===== src/rtl/instruction_fetch_unit.sv =====
// Fetch stage: owns the PC, reads the combinational instruction memory and buffers {PC, instruction}
// in a small FIFO feeding decode. Optional misaligned-redirect trap via FETCH_MISALIGN_CHECK_EN.
module instruction_fetch_unit #(
    parameter logic [31:0] RESET_PC  = 32'h0000_0000,
    parameter int          FQ_DEPTH  = 2,
    parameter logic [31:0] NOP_INSTR = 32'h0000_0013
) (
    input  logic                      clk,
    input  logic                      reset,
    output logic [31:0]               PC,
    input  logic [31:0]               Instruction,
    input  logic                      redirect,
    input  logic [31:0]               redirect_pc,
    input  logic                      id_ready,
    output logic                      id_valid,
    output logic [31:0]               id_instr,
    output logic [31:0]               id_pc,
    output logic [$clog2(FQ_DEPTH):0] fq_count,
    output logic                      fetch_fault
);
    localparam int PW = $clog2(FQ_DEPTH);
    localparam int CW = PW + 1;
    localparam logic [CW-1:0] DEPTH_C = CW'(FQ_DEPTH);

    logic [31:0]   pc_reg, pc_next;
    logic [PW-1:0] head_reg, head_next;
    logic [PW-1:0] tail_reg, tail_next;
    logic [CW-1:0] count_reg, count_next;
    logic          fault_reg, fault_next;
    logic [31:0]   fq_pc_reg    [FQ_DEPTH];
    logic [31:0]   fq_instr_reg [FQ_DEPTH];

    logic          deq;
    logic          fetch;
    logic          misalign;
    logic [31:0]   target_pc;

    always_comb begin
`ifdef FETCH_MISALIGN_CHECK_EN
        misalign  = |redirect_pc[1:0];
        target_pc = redirect_pc;
`else
        misalign  = 1'b0;
        target_pc = redirect_pc & 32'hFFFF_FFFC;
`endif
    end

    assign id_valid = (count_reg != '0);
    assign deq      = id_valid & id_ready;
    // A dequeue frees a slot this same edge, so a full queue can still fetch while decode drains it.
    assign fetch    = ~redirect & ~fault_reg & ((count_reg < DEPTH_C) | deq);

    always_comb begin
        pc_next    = pc_reg;
        head_next  = head_reg;
        tail_next  = tail_reg;
        count_next = count_reg;
        fault_next = fault_reg;
        if (redirect) begin
            pc_next    = target_pc;
            head_next  = '0;
            tail_next  = '0;
            count_next = '0;
            fault_next = misalign;
        end else begin
            if (fetch) begin
                pc_next   = pc_reg + 32'd4;
                tail_next = tail_reg + 1'b1;
            end
            if (deq) begin
                head_next = head_reg + 1'b1;
            end
            case ({fetch, deq})
                2'b10:   count_next = count_reg + 1'b1;
                2'b01:   count_next = count_reg - 1'b1;
                default: count_next = count_reg;
            endcase
        end
    end

    always_ff @(posedge clk or negedge reset) begin
        if (!reset) begin
            pc_reg    <= RESET_PC;
            head_reg  <= '0;
            tail_reg  <= '0;
            count_reg <= '0;
            fault_reg <= 1'b0;
        end else begin
            pc_reg    <= pc_next;
            head_reg  <= head_next;
            tail_reg  <= tail_next;
            count_reg <= count_next;
            fault_reg <= fault_next;
        end
    end

    // Queue storage needs no reset: entries are only observed when counted as valid.
    always_ff @(posedge clk) begin
        if (fetch) begin
            fq_pc_reg[tail_reg]    <= pc_reg;
            fq_instr_reg[tail_reg] <= Instruction;
        end
    end

    assign PC          = pc_reg;
    assign id_instr    = id_valid ? fq_instr_reg[head_reg] : NOP_INSTR;
    assign id_pc       = id_valid ? fq_pc_reg[head_reg] : 32'h0;
    assign fq_count    = count_reg;
    assign fetch_fault = fault_reg;
endmodule


===== config.mk =====
export PLATFORM = sky130hd
export DESIGN_NAME = instruction_fetch_unit
export DESIGN_NICKNAME = d
export VERILOG_FILES = /design/src/rtl/instruction_fetch_unit.sv
export SDC_FILE = /design/constraint.sdc
export NUM_CORES = 1
export LEC_CHECK = 0
export BUFFER_PORTS_ARGS = -buffer_cell sky130_fd_sc_hd__buf_4
export CORE_MARGIN = 1.5
export CORE_UTILIZATION = 59
export CTS_BUF_LIST = sky130_fd_sc_hd__clkbuf_4
export CTS_CLUSTER_DIAMETER = 40
export DETAILED_ROUTE_END_ITERATION = 8
export GPL_ROUTABILITY_DRIVEN = 0
export PLACE_DENSITY = 0.86
export SYNTH_ARGS = -nofsm -noshare
export SYNTH_HDL_FRONTEND = slang
export SYNTH_SLANG_ARGS = --single-unit

===== constraint.sdc =====
create_clock -name clk -period 12.6 [get_ports clk]
set_input_delay 2.52 -clock clk [delete_from_list [all_inputs] [get_ports clk]]
set_output_delay 2.52 -clock clk [all_outputs]
set_load 0.02 [all_outputs]

# [After elaboration in Yosys (flattened, before gate mapping)]
# Memory sizes are Yosys's and may differ from the RTL's.
# Index checks and enable logic that the tools add are counted.
[op_classes] add_sub_neg=5 n_mul=0 n_div=0 n_lt_le_gt_ge=1 n_eq_ne=2 n_shift=0 n_mux=12 bitwise_logic=4 reduce_logical=4
[op_table] cell="2-to-1 mux 32 bit" count=4
[op_table] cell="adder 32 x 3 -> 32 bit, second input constant" count=1
[op_table] cell="2-to-1 mux 1 bit" count=6
[op_table] cell="nonzero test 2 bit" count=3
[op_table] cell="case mux 2 bit (2 select lines)" count=1
[op_table] cell="nonzero test 3 bit" count=1
[op_table] cell="adder 1 bit, second input constant" count=2
[op_table] cell="adder 2 x 1 -> 2 bit, second input constant" count=1
[op_table] cell="bitwise AND 1 bit" count=2
[op_table] cell="equality test 2 x 1 -> 1 bit, second input constant" count=1
[op_table] cell="equality test 2 bit, second input constant" count=1
[op_table] cell="< comparator 2 bit, second input constant" count=1
[op_table] cell="2-to-1 mux 2 bit" count=1
[op_table] cell="subtractor 2 x 1 -> 2 bit, second input constant" count=1
[op_table] cell="NOT 1 bit" count=1
[op_table] cell="OR 1 bit" count=1
[totals] register_bits=36 latch_bits=0 mem_bits_rw=128 rom_bits=0 word_cells=34 memories=2
[memory_table] memory="fq_instr_reg" words=2 width=32 read_ports=1 rd_clocked_by_memory_dff=0 write_ports=1 line_no="31" rtl="logic [31:0] fq_instr_reg [FQ_DEPTH];"
[memory_table] memory="fq_pc_reg" words=2 width=32 read_ports=1 rd_clocked_by_memory_dff=0 write_ports=1 line_no="30" rtl="logic [31:0] fq_pc_reg [FQ_DEPTH];"

# [Longest topological paths before layout]
[logic_depth] depth_word=7 ltp_mapped=6 depth_no_buf=5

# [Worst setup path after synthesis]
# Ideal clock, no wire load.
[synth_timing] kind="input-to-reg" from="input port id_ready" to="memory fq_instr_reg[0][0], enable pin" arrival_time_ns=7.595 required_ns=12.029 slack_ns=4.434 path_stages=3 path_buffers=1 cell_sequence="nand2b_1 -> buf_1 -> nor3b_1"
[synth_via] elab_chain_cells=5
[synth_rtl] element="start, declared" line_no="14" rtl="input logic id_ready,"
[synth_rtl] element="bitwise AND 1 bit" line_no="49" rtl="assign deq = id_valid & id_ready;"
[synth_rtl] element="OR 1 bit" line_no="51" rtl="assign fetch = ~redirect & ~fault_reg & ((count_reg < DEPTH_C) | deq);"
[synth_rtl] element="bitwise AND 1 bit" line_no="51"
[synth_rtl] element="2-to-1 mux 1 bit" line_no="99" rtl="if (fetch) begin"
[synth_rtl] element="2-to-1 mux 1 bit (not written as such)" line_no="101" rtl="fq_instr_reg[tail_reg] <= Instruction;"
[synth_rtl] element="end, declared" line_no="31"
# No other way between the ends.

# [Worst setup path in the final report]
[layout_timing] from="register count_reg[0], in the netlist fq_count[0]" to="output port id_instr[1]"
[layout_via] elab_chain_cells=2
[layout_rtl] element="start, declared" line_no="28" rtl="logic [CW-1:0] count_reg, count_next;"
[layout_rtl] element="start signal, assigned" line_no="92" rtl="count_reg <= count_next;"
[layout_rtl] element="nonzero test 2 bit" line_no="48" rtl="assign id_valid = (count_reg != '0);"
[layout_rtl] element="2-to-1 mux 32 bit" line_no="106" rtl="assign id_instr = id_valid ? fq_instr_reg[head_reg] : NOP_INSTR;"
[layout_rtl] element="end, declared" line_no="16" rtl="output logic [31:0] id_instr,"
# No other way between the ends.

==> summary.txt <==
Drt
  • Routed wl met2: approximately 7.3 mm
  • WL met3: between 1 and 1.5 mm
  • # DRC: 0
  • Post-route ant nets: 0
  • DR top layer: met4
  • Post-Route M1 WL: between 6 and 7 mm
  • Initial DRC count: 377
  • Via count: around 4900
  • Total Wirelength: roughly 15 mm
  • Vias per cell: between 5 and 6
  • DR WL/cell: ~18 microns
  • DRT Pass-1 Iters: 5

Yosys
  • Syn. warnings: 0
  • Distinct cell type count after synthesis: 46
  • Mapped Avg Cell Area: ~13 sq um
  • Area leader, netlist: edfxtp_1
  • Post-synth top area share: 0.550
  • Top cells by area, synth: edfxtp_1, dfrtp_1, mux2i_1, nor2_1, nand4_1
  • Yosys reg bits: around 160
  • Ys flop type: edfxtp_1
  • Sequential share of the synthesized area: 0.676
  • Async SR Flop Fraction: 0.215
  • Syn Inst Count: around 520
  • Post-synth EDFFs: between 100 and 150
  • Synthesized area: about 6800 sq um

Cells and area
  • Nets: approximately 740
  • Final Util: 0.766
  • Max FFs per register: 64
  • P&R area growth vs syn: 24.9%
  • Final Cell Area: around 8400 sq um
  • Antenna cell count: 0
  • Fin cells: 827
  • Share of cells above drive strength 1: 0.294

GRT
  • Number of global-route vias before repair: about 4500
  • Pin count of the biggest net entering global routing: 67
  • First-pass GRT wire length: ~22 mm
  • Initial antenna violation count: 0
  • Total global routing overflow: 0
  • GR Util All Layers: 0.251

Timing
  • Worst rel slew slack: 0.270
  • Fin. max-slew vios: 0
  • Final setup violation count: 0
  • Worst setup slack after layout: between 7 and 8 ns
  • Worst Max-Slew Pin Slew: ~1.1 ns
  • Hold Vio Cnt, Final: 0
  • Tmin final: 4.96 ns
  • Max frequency: ~200 MHz
  • Clock Skew: 0.0207 ns
  • Setup_tns: 0 ns
  • RSZ-0062 raised after global routing: no
  • Final period util: 0.393

Placed design
  • Placed cell area: 8060 sq um
  • Buffers on Ports: between 150 and 200
  • Placed Cells: 795
  • Hpwl dp: just under 10 mm
  • Pre-CTS setup slack: 7.63 ns

Clocking
  • CTS tree: yes
  • Total clock sinks: roughly 160
  • Hold-fix buffers, CTS: 0
  • Post-CTS sizing: 0
  • Clock Latency Late Sink: about 0.54 ns
  • Clock Path Buffers: 2
  • H-Tree Depth: 4
  • Clock slew at reported path FFs: 0.12 ns
  • Setup bufs post-CTS: 0
  • CTS root buf: clkbuf_4
  • Num CTS Buffers: 17

Setup path
  • Critical path origin: fq_count[0]
  • R2R Setup Slk: approximately 10 ns
  • R2R Path End: fq_instr_reg[1][3]
  • Worst Path Max Fanout: 33
  • Crit path to: id_instr[1]
  • Reg-to-reg startpoint: fq_count[1]
  • Crit Path Category: reg2out
  • Critical path capture point type: output port
  • WP data arrival: about 2.4 ns
  • CP Data Required Time: ~10 ns
  • Reg2Reg Depth: 3
  • Startpoint Class: flop

Floorplanning
  • IO Pins: between 150 and 200
  • Die Height: about 110 microns
  • Num rows: 38
  • Die ar.: 12100 sq um
  • Die Wd: 110 microns
  • Starting Density: 0.613
  • Core area: 11000 sq um

Hold path
  • Hold path depth: 0
  • Hold Crit Class: reg2reg
  • Min-delay src: PC[30]

Power
  • LEAKAGE: around 3.3 nW
  • Worst VDD drop: ~0.086 mV
  • Power Density: 150 nW/um^2

Run
  • Max Cap Viol: 0

Outcome
  • Status: finished clean
-- worst max-delay path, stage by stage, from the launching register on --
cell     delay, ns
dfrtp_1       0.45
nor2_4        0.53
buf_4         0.45
inv_1         0.20
nand2_1       0.11
buf_4         0.15
-- through the flow --
stage,power (mW),hold WS [ns]
2_1_floorplan,0.785,0.525
3_3_place_gp,0.881,0.540
3_5_place_dp,0.890,0.543
4_1_cts,1.28,0.588
5_1_grt,1.32,0.621
6_report,1.27,0.587
-- logic make-up (layout without fill, tap and decap cells) --
group	after synthesis	count (layout)	synth area share
muxes	63	63	0.0932
adders and majority gates	1	1	0.00185
and+or+nand+nor	194	194	0.137
xor gates and xnor gates	10	10	0.0129
DFF	158	158	0.676
AOI/OAI and AO/OA	47	47	0.0488
buffers and inverters	47	209	0.0290
other	1	5	0.000554
-- placed cells by master, fill, tap and decap left out, types with 19 or more instances in the layout --
master    count
buf_4       165
clkbuf_4     20
dfrtp_1      33
edfxtp_1    124
mux2i_1      63
nand2_1      30
nand3_1      19
nand4_1      22
nor2_1       81
-- cells in the mapped netlist, types with 2 or more instances --
library cell and count:
edfxtp_1 124, nor2_1 82, mux2i_1 63, dfrtp_1 34, nand2_1 30, clkbuf_1 26, nand4_1 22, nand3_1 19
inv_1 11, o21ai_0 11, o31ai_1 7, a31oi_1 6, nor3_1 6, o311ai_0 6, xor2_1 6, a21oi_1 5
and2_1 5, buf_4 5, nor4_1 5, and3_1 4, nor2b_1 4, or4_1 4, xnor2_1 4, a311o_1 3
and4_1 3, buf_1 3, a221o_1 2, a22oi_1 2, a311oi_1 2
-- cell type report --
| cell class | instances | area, sq um |
|---|---|---|
| repair buffers | 165 | 1240 |
| clock buffers | 20 | 150 |
| multi-input cells | 320 | 2020 |
| clock inverters | 12 | 239 |
| inverters | 12 | 45.0 |
| flip-flops and latches | 158 | 4580 |
| fillers | 701 | 2580 |
| well taps | 140 | 175 |
-- routing by layer --
| layer | global-route usage | vias up |
|---|---|---|
| li1 | - | 2236 |
| met1 | 0.328 | 2319 |
| met2 | 0.403 | 287 |
| met3 | 0.0670 | 34 |
| met4 | 0.0946 | 0 |
| met5 | 0 | - |
-- worst min-delay path by stage --
stage                  endpoint  slack [ns]
2_1_floorplan          tail_reg        0.52
3_3_place_gp   fq_pc_reg[0][11]        0.54
3_5_place_dp   fq_pc_reg[1][11]        0.54
4_1_cts        fq_pc_reg[0][30]        0.59
5_1_grt        fq_pc_reg[0][30]        0.62
6_report       fq_pc_reg[0][30]        0.59
-- where the power goes --
group / internal (mW) / total, mW / switching [mW]
Combinational: 0.0969 / 0.226 / 0.129
Clock: 0.223 / 0.392 / 0.169
Sequential: 0.610 / 0.654 / 0.0432
No activity file was read; power rests on OpenSTA's default activity.
